**src/rtl/crc_engine_par.sv**
```systemverilog
// Parametrised LFSR CRC engine: accumulates a start/last framed payload, then
// either serialises the CRC MSB-first (GEN) or compares a received CRC (CHECK).
module crc_engine_par #(
    parameter int unsigned      CRC_W     = 24,
    parameter logic [CRC_W-1:0] POLY      = CRC_W'(32'h0000_065B),
    parameter int unsigned      BPC       = 1,
    parameter bit               INIT_SWAP = 1'b1
) (
    input  logic             clk,
    input  logic             rst_n,
    input  logic             start,
    input  logic             mode_check,
    input  logic [CRC_W-1:0] crc_init,
    input  logic [BPC-1:0]   data_in,
    input  logic             data_in_valid,
    input  logic             data_in_last,
    output logic             data_in_ready,
    output logic [BPC-1:0]   crc_out,
    output logic             crc_out_valid,
    input  logic             crc_out_ready,
    output logic [CRC_W-1:0] lfsr,
    output logic             crc_done,
    output logic             crc_ok,
    output logic             busy
);

    localparam int unsigned NBEATS = CRC_W / BPC;
    localparam int unsigned CNT_W  = $clog2(NBEATS + 1);
    localparam int unsigned NBYTES = CRC_W / 8;
    localparam logic [CNT_W-1:0] LAST_BEAT = CNT_W'(NBEATS - 1);

    typedef enum logic [2:0] {
        S_IDLE  = 3'd0,
        S_ACCUM = 3'd1,
        S_EMIT  = 3'd2,
        S_CHECK = 3'd3,
        S_DONE  = 3'd4
    } state_t;

    state_t           state;
    state_t           state_nxt;
    logic             mode_r;
    logic [CRC_W-1:0] snap;
    logic [CNT_W-1:0] cnt;
    logic             ok_flag;

    logic [CRC_W-1:0] lfsr_nxt;
    logic [CRC_W-1:0] sh;
    logic [BPC-1:0]   exp_bits;
    logic             in_acc;
    logic             out_acc;
    logic             last_beat;
    logic             beat_match;

    // BPC serial LFSR steps, d[0] consumed first
    function automatic logic [CRC_W-1:0] crc_step(input logic [CRC_W-1:0] cur,
                                                  input logic [BPC-1:0]   d);
        logic [CRC_W-1:0] v;
        logic [BPC-1:0]   dd;
        logic             nb;
        v  = cur;
        dd = d;
        for (int unsigned i = 0; i < BPC; i++) begin
            nb = v[CRC_W-1] ^ dd[0];
            v  = {v[CRC_W-2:0], 1'b0} ^ (nb ? POLY : '0);
            dd = dd >> 1;
        end
        return v;
    endfunction

    // Whole-byte order reversal; lowest byte of x lands in the top byte
    function automatic logic [CRC_W-1:0] byte_rev(input logic [CRC_W-1:0] x);
        logic [CRC_W-1:0] r;
        r = '0;
        for (int unsigned b = 0; b < NBYTES; b++) begin
            r = (r << 8) | ((x >> (8 * b)) & CRC_W'(8'hFF));
        end
        return r;
    endfunction

    assign in_acc     = data_in_valid & data_in_ready;
    assign out_acc    = crc_out_valid & crc_out_ready;
    assign last_beat  = (cnt == LAST_BEAT);
    assign lfsr_nxt   = crc_step(lfsr, data_in);
    assign beat_match = (data_in == exp_bits);

    // Snapshot bits for the current beat: exp_bits[i] = snap[W-1-(cnt*BPC+i)]
    always_comb begin
        sh       = snap << (32'(cnt) * BPC);
        exp_bits = '0;
        for (int unsigned i = 0; i < BPC; i++) begin
            exp_bits = (exp_bits >> 1) | (BPC'(sh[CRC_W-1]) << (BPC - 1));
            sh       = sh << 1;
        end
    end

    always_ff @(posedge clk) begin
        if (!rst_n) begin
            state <= S_IDLE;
        end else begin
            state <= state_nxt;
        end
    end

    always_comb begin
        state_nxt = state;
        if (start) begin
            state_nxt = S_ACCUM;
        end else begin
            case (state)
                S_IDLE:  state_nxt = S_IDLE;
                S_ACCUM: if (in_acc && data_in_last) state_nxt = mode_r ? S_CHECK : S_EMIT;
                S_EMIT:  if (out_acc && last_beat)   state_nxt = S_DONE;
                S_CHECK: if (in_acc && last_beat)    state_nxt = S_DONE;
                S_DONE:  state_nxt = S_IDLE;
                default: state_nxt = S_IDLE;
            endcase
        end
    end

    always_comb begin
        data_in_ready = 1'b0;
        crc_out_valid = 1'b0;
        crc_done      = 1'b0;
        busy          = (state != S_IDLE);
        crc_out       = exp_bits;
        case (state)
            S_ACCUM: data_in_ready = 1'b1;
            S_CHECK: data_in_ready = 1'b1;
            S_EMIT:  crc_out_valid = 1'b1;
            S_DONE:  crc_done      = 1'b1;
            default: ;
        endcase
    end

    // Datapath: start overrides everything and aborts any frame in flight
    always_ff @(posedge clk) begin
        if (!rst_n) begin
            lfsr    <= '0;
            snap    <= '0;
            cnt     <= '0;
            mode_r  <= 1'b0;
            ok_flag <= 1'b0;
            crc_ok  <= 1'b0;
        end else if (start) begin
            lfsr    <= INIT_SWAP ? byte_rev(crc_init) : crc_init;
            mode_r  <= mode_check;
            cnt     <= '0;
            ok_flag <= 1'b1;
            crc_ok  <= 1'b0;
        end else begin
            case (state)
                S_ACCUM: begin
                    if (in_acc) begin
                        lfsr <= lfsr_nxt;
                        if (data_in_last) begin
                            snap    <= lfsr_nxt;
                            cnt     <= '0;
                            ok_flag <= 1'b1;
                        end
                    end
                end
                S_EMIT: begin
                    if (out_acc) begin
                        cnt <= last_beat ? '0 : cnt + CNT_W'(1);
                    end
                end
                S_CHECK: begin
                    if (in_acc) begin
                        ok_flag <= ok_flag & beat_match;
                        if (last_beat) begin
                            crc_ok <= ok_flag & beat_match;
                            cnt    <= '0;
                        end else begin
                            cnt <= cnt + CNT_W'(1);
                        end
                    end
                end
                default: ;
            endcase
        end
    end

endmodule

```
**config.mk**
```make
export PLATFORM = sky130hd
export DESIGN_NAME = crc_engine_par
export DESIGN_NICKNAME = d
export VERILOG_FILES = /design/src/rtl/crc_engine_par.sv
export SDC_FILE = /design/constraint.sdc
export NUM_CORES = 1
export LEC_CHECK = 0
export BUFFER_PORTS_ARGS = -buffer_cell sky130_fd_sc_hd__buf_2
export CORE_MARGIN = 5
export CORE_UTILIZATION = 55
export CTS_BUF_LIST = sky130_fd_sc_hd__clkbuf_4
export DETAILED_ROUTE_END_ITERATION = 10
export GPL_ROUTABILITY_DRIVEN = 0
export GPL_TIMING_DRIVEN = 1
export PLACE_DENSITY = 0.8
export RECOVER_POWER = 25
export SLEW_MARGIN = 20
export SYNTH_ARGS = -nofsm -noshare
export SYNTH_HDL_FRONTEND = slang
export SYNTH_SLANG_ARGS = --single-unit
```
**constraint.sdc**
```tcl
create_clock -name clk -period 2 [get_ports clk]
set_input_delay 0.4 -clock clk [delete_from_list [all_inputs] [get_ports clk]]
set_output_delay 0.4 -clock clk [all_outputs]
set_load 0.03 [all_outputs]
```
## Word level (Yosys, flattened, before mapping)

Cells that the tools add are included.

| word-level totals | value |
|---|---|
| register bits after elaboration | 59 |
| input bits | 32 |

| cells by class | value |
|---|---|
| add/subtract/negate cells | 1 |
| equal/unequal tests | 19 |
| shift operators | 1 |
| multiplexer cells | 24 |
| bitwise logic cells | 9 |
| reductions and logical operators | 17 |

Operator list:

| cell | count |
|---|---|
| 2-to-1 mux 24 bit | 3 |
| 2-to-1 mux 5 bit | 5 |
| bitwise OR 24 x 8 -> 24 bit | 1 |
| << shifter 24 x 5 -> 24 bit | 1 |
| XOR 24 x 11 -> 24 bit | 1 |
| inequality test 3 bit (second input constant) | 6 |
| bitwise OR 16 x 8 -> 16 bit | 1 |
| one-hot mux 5 bit (3 select lines) | 1 |
| inequality test 2 bit (second input constant) | 7 |
| 2-to-1 mux 11 bit | 1 |
| 2-to-1 mux 1 bit | 9 |
| 2-to-1 mux 3 bit | 3 |
| one-hot mux 3 bit (3 select lines) | 1 |
| AND reduction 3 bit | 3 |
| nonzero test 3 bit | 3 |
| AND reduction 4 bit | 2 |
| equality test 3 x 2 -> 1 bit (second input constant) | 2 |
| adder 5 x 1 -> 5 bit (second input constant) | 1 |
| equality test 5 bit (second input constant) | 1 |
| AND reduction 5 bit | 1 |
| nonzero test 2 bit | 2 |
| OR reduction 2 bit | 2 |
| AND 1 bit | 3 |
| equality test 3 x 1 -> 1 bit (second input constant) | 1 |
| 7 further kinds | 10 |

## Depth between registers and ports, before layout

| logic depth | value |
|---|---|
| depth in word-level cells | 8 |
| depth in mapped cells | 9 |
| mapped depth without buffers | 6 |

## Worst setup path after synthesis

No wires, ideal clock.

| timing | value |
|---|---|
| kind | reg2out |
| start | register cnt[0] |
| end | output crc_out |
| arrival time | 1600 ps |
| required time | 1600 ps |
| path slack | 0 ps |
| stages on the path, launching flop included | 6 |
| path buffers | 1 |
| cells stage by stage | dfxtp_1 buf_6 mux4_2 nand2b_1 a32oi_2 nand2_1 |

| on the way | value |
|---|---|
| cells in the longest elaborated chain, start to end | 1 |

Ends and longest elaborated chain:

| element | RTL line | source |
|---|---|---|
| start: declaration | 44 | `logic [CNT_W-1:0] cnt;` |
| start signal: assignment | 165 | `cnt <= last_beat ? '0 : cnt + CNT_W'(1);` |
| start signal: assignment | 175 | `cnt <= cnt + CNT_W'(1);` |
| << shifter 24 x 5 -> 24 bit | 89 | `sh = snap << (32'(cnt) * BPC);` |
| end: declaration | 18 | `output logic [BPC-1:0] crc_out,` |

No other way between the ends.

## Worst setup path after layout

Ends and elaborated chain as after synthesis.

==> metrics.txt <==
status=finished, violations left; failing checks=setup timing; die height=around 86 um; Worst R2R End=crc_ok; core area=about 0.0055 sq mm; Max Fanout on Critical Path=3; RR Startpoint=cnt[0]; CP Class=reg2out; Setup TNS Final=-0.346 ns; initial core utilization=0.571; Yosys top cell by area=dfxtp_1; DR pass1 iterations=4; Post-DRT Antenna Nets=0; most common cell in the synthesized netlist=nand2_1; post-synthesis sequential area ratio=0.373; I/O pin total=62; Hold Path Depth=3; synth unique cells=54; top cells by instance count after synthesis=nand2_1 (81), dfxtp_1 (59), mux2i_1 (31), a21boi_1 (24), and2_1 (23); Setup-failing EPs final=1; critical path launch point type=register; Rows=27; Post-Syn Area per Cell=about 8.6 sq um; Final min period=between 2 and 2.5 ns; vias in the first global route=about 2,400; CTS H-tree depth=3; Hold Startpoint=crc_init[16]; Mapped Cells=367; Setup Skew=0.0157 ns; Worst Hold Class=in2reg; die width=~86 um; Seq cells post-synth=59; Worst EP arrival=between 1.5 and 2 ns; Initial DRC Count=between 90 and 100; Mapped Nets=400; pin count of the biggest net entering global routing=30; final WL=between 6000 and 7000 um; routed vias/inst=approximately 5.4; Reg clk slew, reported paths=roughly 0.10 ns; GRT Resource Usage Total=0.189; Ant. Diodes=0; achievable frequency=426 MHz; Port Buffers=61; Nets=between 400 and 500; hold endpoint=lfsr[0]; initial antenna violation count=0; Skew-Pair Late Insertion Delay=0.40 ns; layout cells sized above 1=0.214; CTS max path bufs=2; Netlist Area Pre-Place=0.00317 sq mm; hold buffers post-CTS=0; Root Driver=clkbuf_4; worst setup margin=-0.346 ns; HPWL Detailed=4880 um; final worst path period share=1.17; hold slack=about 0.25 ns; WL/cell=~14 um; Yosys warnings=0; setup slack, reg-to-reg=between 0.1 and 0.15 ns; Reg2Reg Depth=7; leakage power=1.33 nW; cts bufs inserted=9; Slew @ Worst Pin=~1.1 ns; synth-to-layout area growth=12.2%; final slew viol count=0; CP endpoint kind=output port; vias=around 2,600; Crit. Startpoint=cnt[0]; first-pass GRT wire length=11,100 um; number of remaining DRC errors=0; GRT overflow=0; Rel. slew slack=0.272; Worst Path Required=between 1.5 and 2 ns; max_cap viols=0; number of synthesized flops with an enable pin=0; peak supply drop=~0.39 mV; CTS tree=yes; asr flop ratio synth=0; Synth top area share=0.373; die area=about 0.0074 sq mm; Post-CTS Setup Inserts=0; ys flop type=dfxtp_1; Power Dens Cells=723 mW/mm^2; Clock Sinks=between 50 and 60; RSZ-0062 raised after global routing=yes; top cells by area, synth=dfxtp_1 (37%), mux2i_1 (9.8%), nand2_1 (9.6%); Hold Vio Cnt, Final=0
==> registers in the layout (all words and copies together) (netlist names) <==
register,count
lfsr,24
snap,24
cnt,5
state,3
crc_ok,1
mode_r,1
ok_flag,1
==> logic make-up after synthesis <==
kind of cell,synth area share
buffers and inverters,0.0850
adder cells (fa/ha/maj),0.00395
AND/OR/NAND/NOR,0.236
XOR/XNOR,0.0217
AO/OA/AOI/OAI,0.153
flip-flops,0.373
multiplexers,0.128
==> what timing repair did <==
| item | 4_1_cts | 5_1_grt |
|---|---|---|
| setup endpoints to repair | 1 | 26 |
| gates resized for setup | 5 | 6 |
| cloned | 0 | 0 |
| pin swaps | 3 | 3 |
==> per-layer routing <==
metal	routed length, um	vias to the layer above	track usage	share of wire
met5	0	-	0	0
met4	106	0	0.0906	0.016
met3	371	11	0.0461	0.055
met2	3130	58	0.292	0.46
met1	3180	1215	0.248	0.47
li1	-	1312	-	-
==> metrics by stage <==
step           utilization  cells  total power [W]  cell area (sq um)  worst slack (ns)
4_1_cts              0.643    484          0.00260               3560            -0.388
2_1_floorplan            -    367          0.00156               3170          0.000401
5_1_grt              0.641    484          0.00269               3550            -0.438
6_report             0.641    484          0.00257               3550            -0.346
3_5_place_dp         0.613    468          0.00164               3390            0.0159
3_3_place_gp         0.613    468          0.00163               3390            0.0432
==> critical path: stages (launching register included) <==
cell	delay (ns)
dfxtp_2	0.36
buf_4	0.12
mux4_2	0.50
nand2b_4	0.16
a32oi_2	0.17
nand2_1	0.09
buf_6	0.14
==> how the worst max path moves through the flow <==
| stage | endpoint | depth (start not counted) |
|---|---|---|
| 2_1_floorplan | crc_out | 5 |
| 3_3_place_gp | crc_out | 5 |
| 3_5_place_dp | crc_out | 4 |
| 4_1_cts | crc_out | 5 |
| 5_1_grt | crc_out | 6 |
| 6_report | crc_out | 6 |
==> layout by cell type, fill, tap and decap left out, types with 2 or more instances in the layout <==
cell,n
nor3b_1,2
and2_1,23
o21a_1,2
a21boi_1,23
mux2_2,2
buf_4,11
and4b_1,3
clkinv_2,2
nor2_1,10
nor2b_1,4
o211ai_1,2
a211oi_1,2
o21ai_1,9
dfxtp_1,56
clkbuf_1,21
xnor2_1,6
clkbuf_4,11
buf_2,39
o21ai_0,15
dfxtp_2,2
nand2_1,81
mux4_2,3
a21oi_1,5
nand3_1,6
bufinv_16,2
nand2b_1,3
mux2i_1,31
and3_1,2
nand4b_1,2
==> layout make-up <==
class | instances | area (sq um)
clock inverters | 5 | 77.6
well taps | 72 | 90.1
clock buffers | 11 | 82.6
repair buffers | 73 | 388
flip-flops and latches | 59 | 1190
multi-input cells | 264 | 1730
fillers | 499 | 1990
==> power breakdown <==
part	leakage (nW)	internal (W)	switching, W	total, W
registers	0.483	0.00121	0.0000415	0.00125
logic	0.760	0.000143	0.000209	0.000352
clock network	0.0868	0.000531	0.000429	0.000961
No activity file was read; power rests on OpenSTA's default activity.
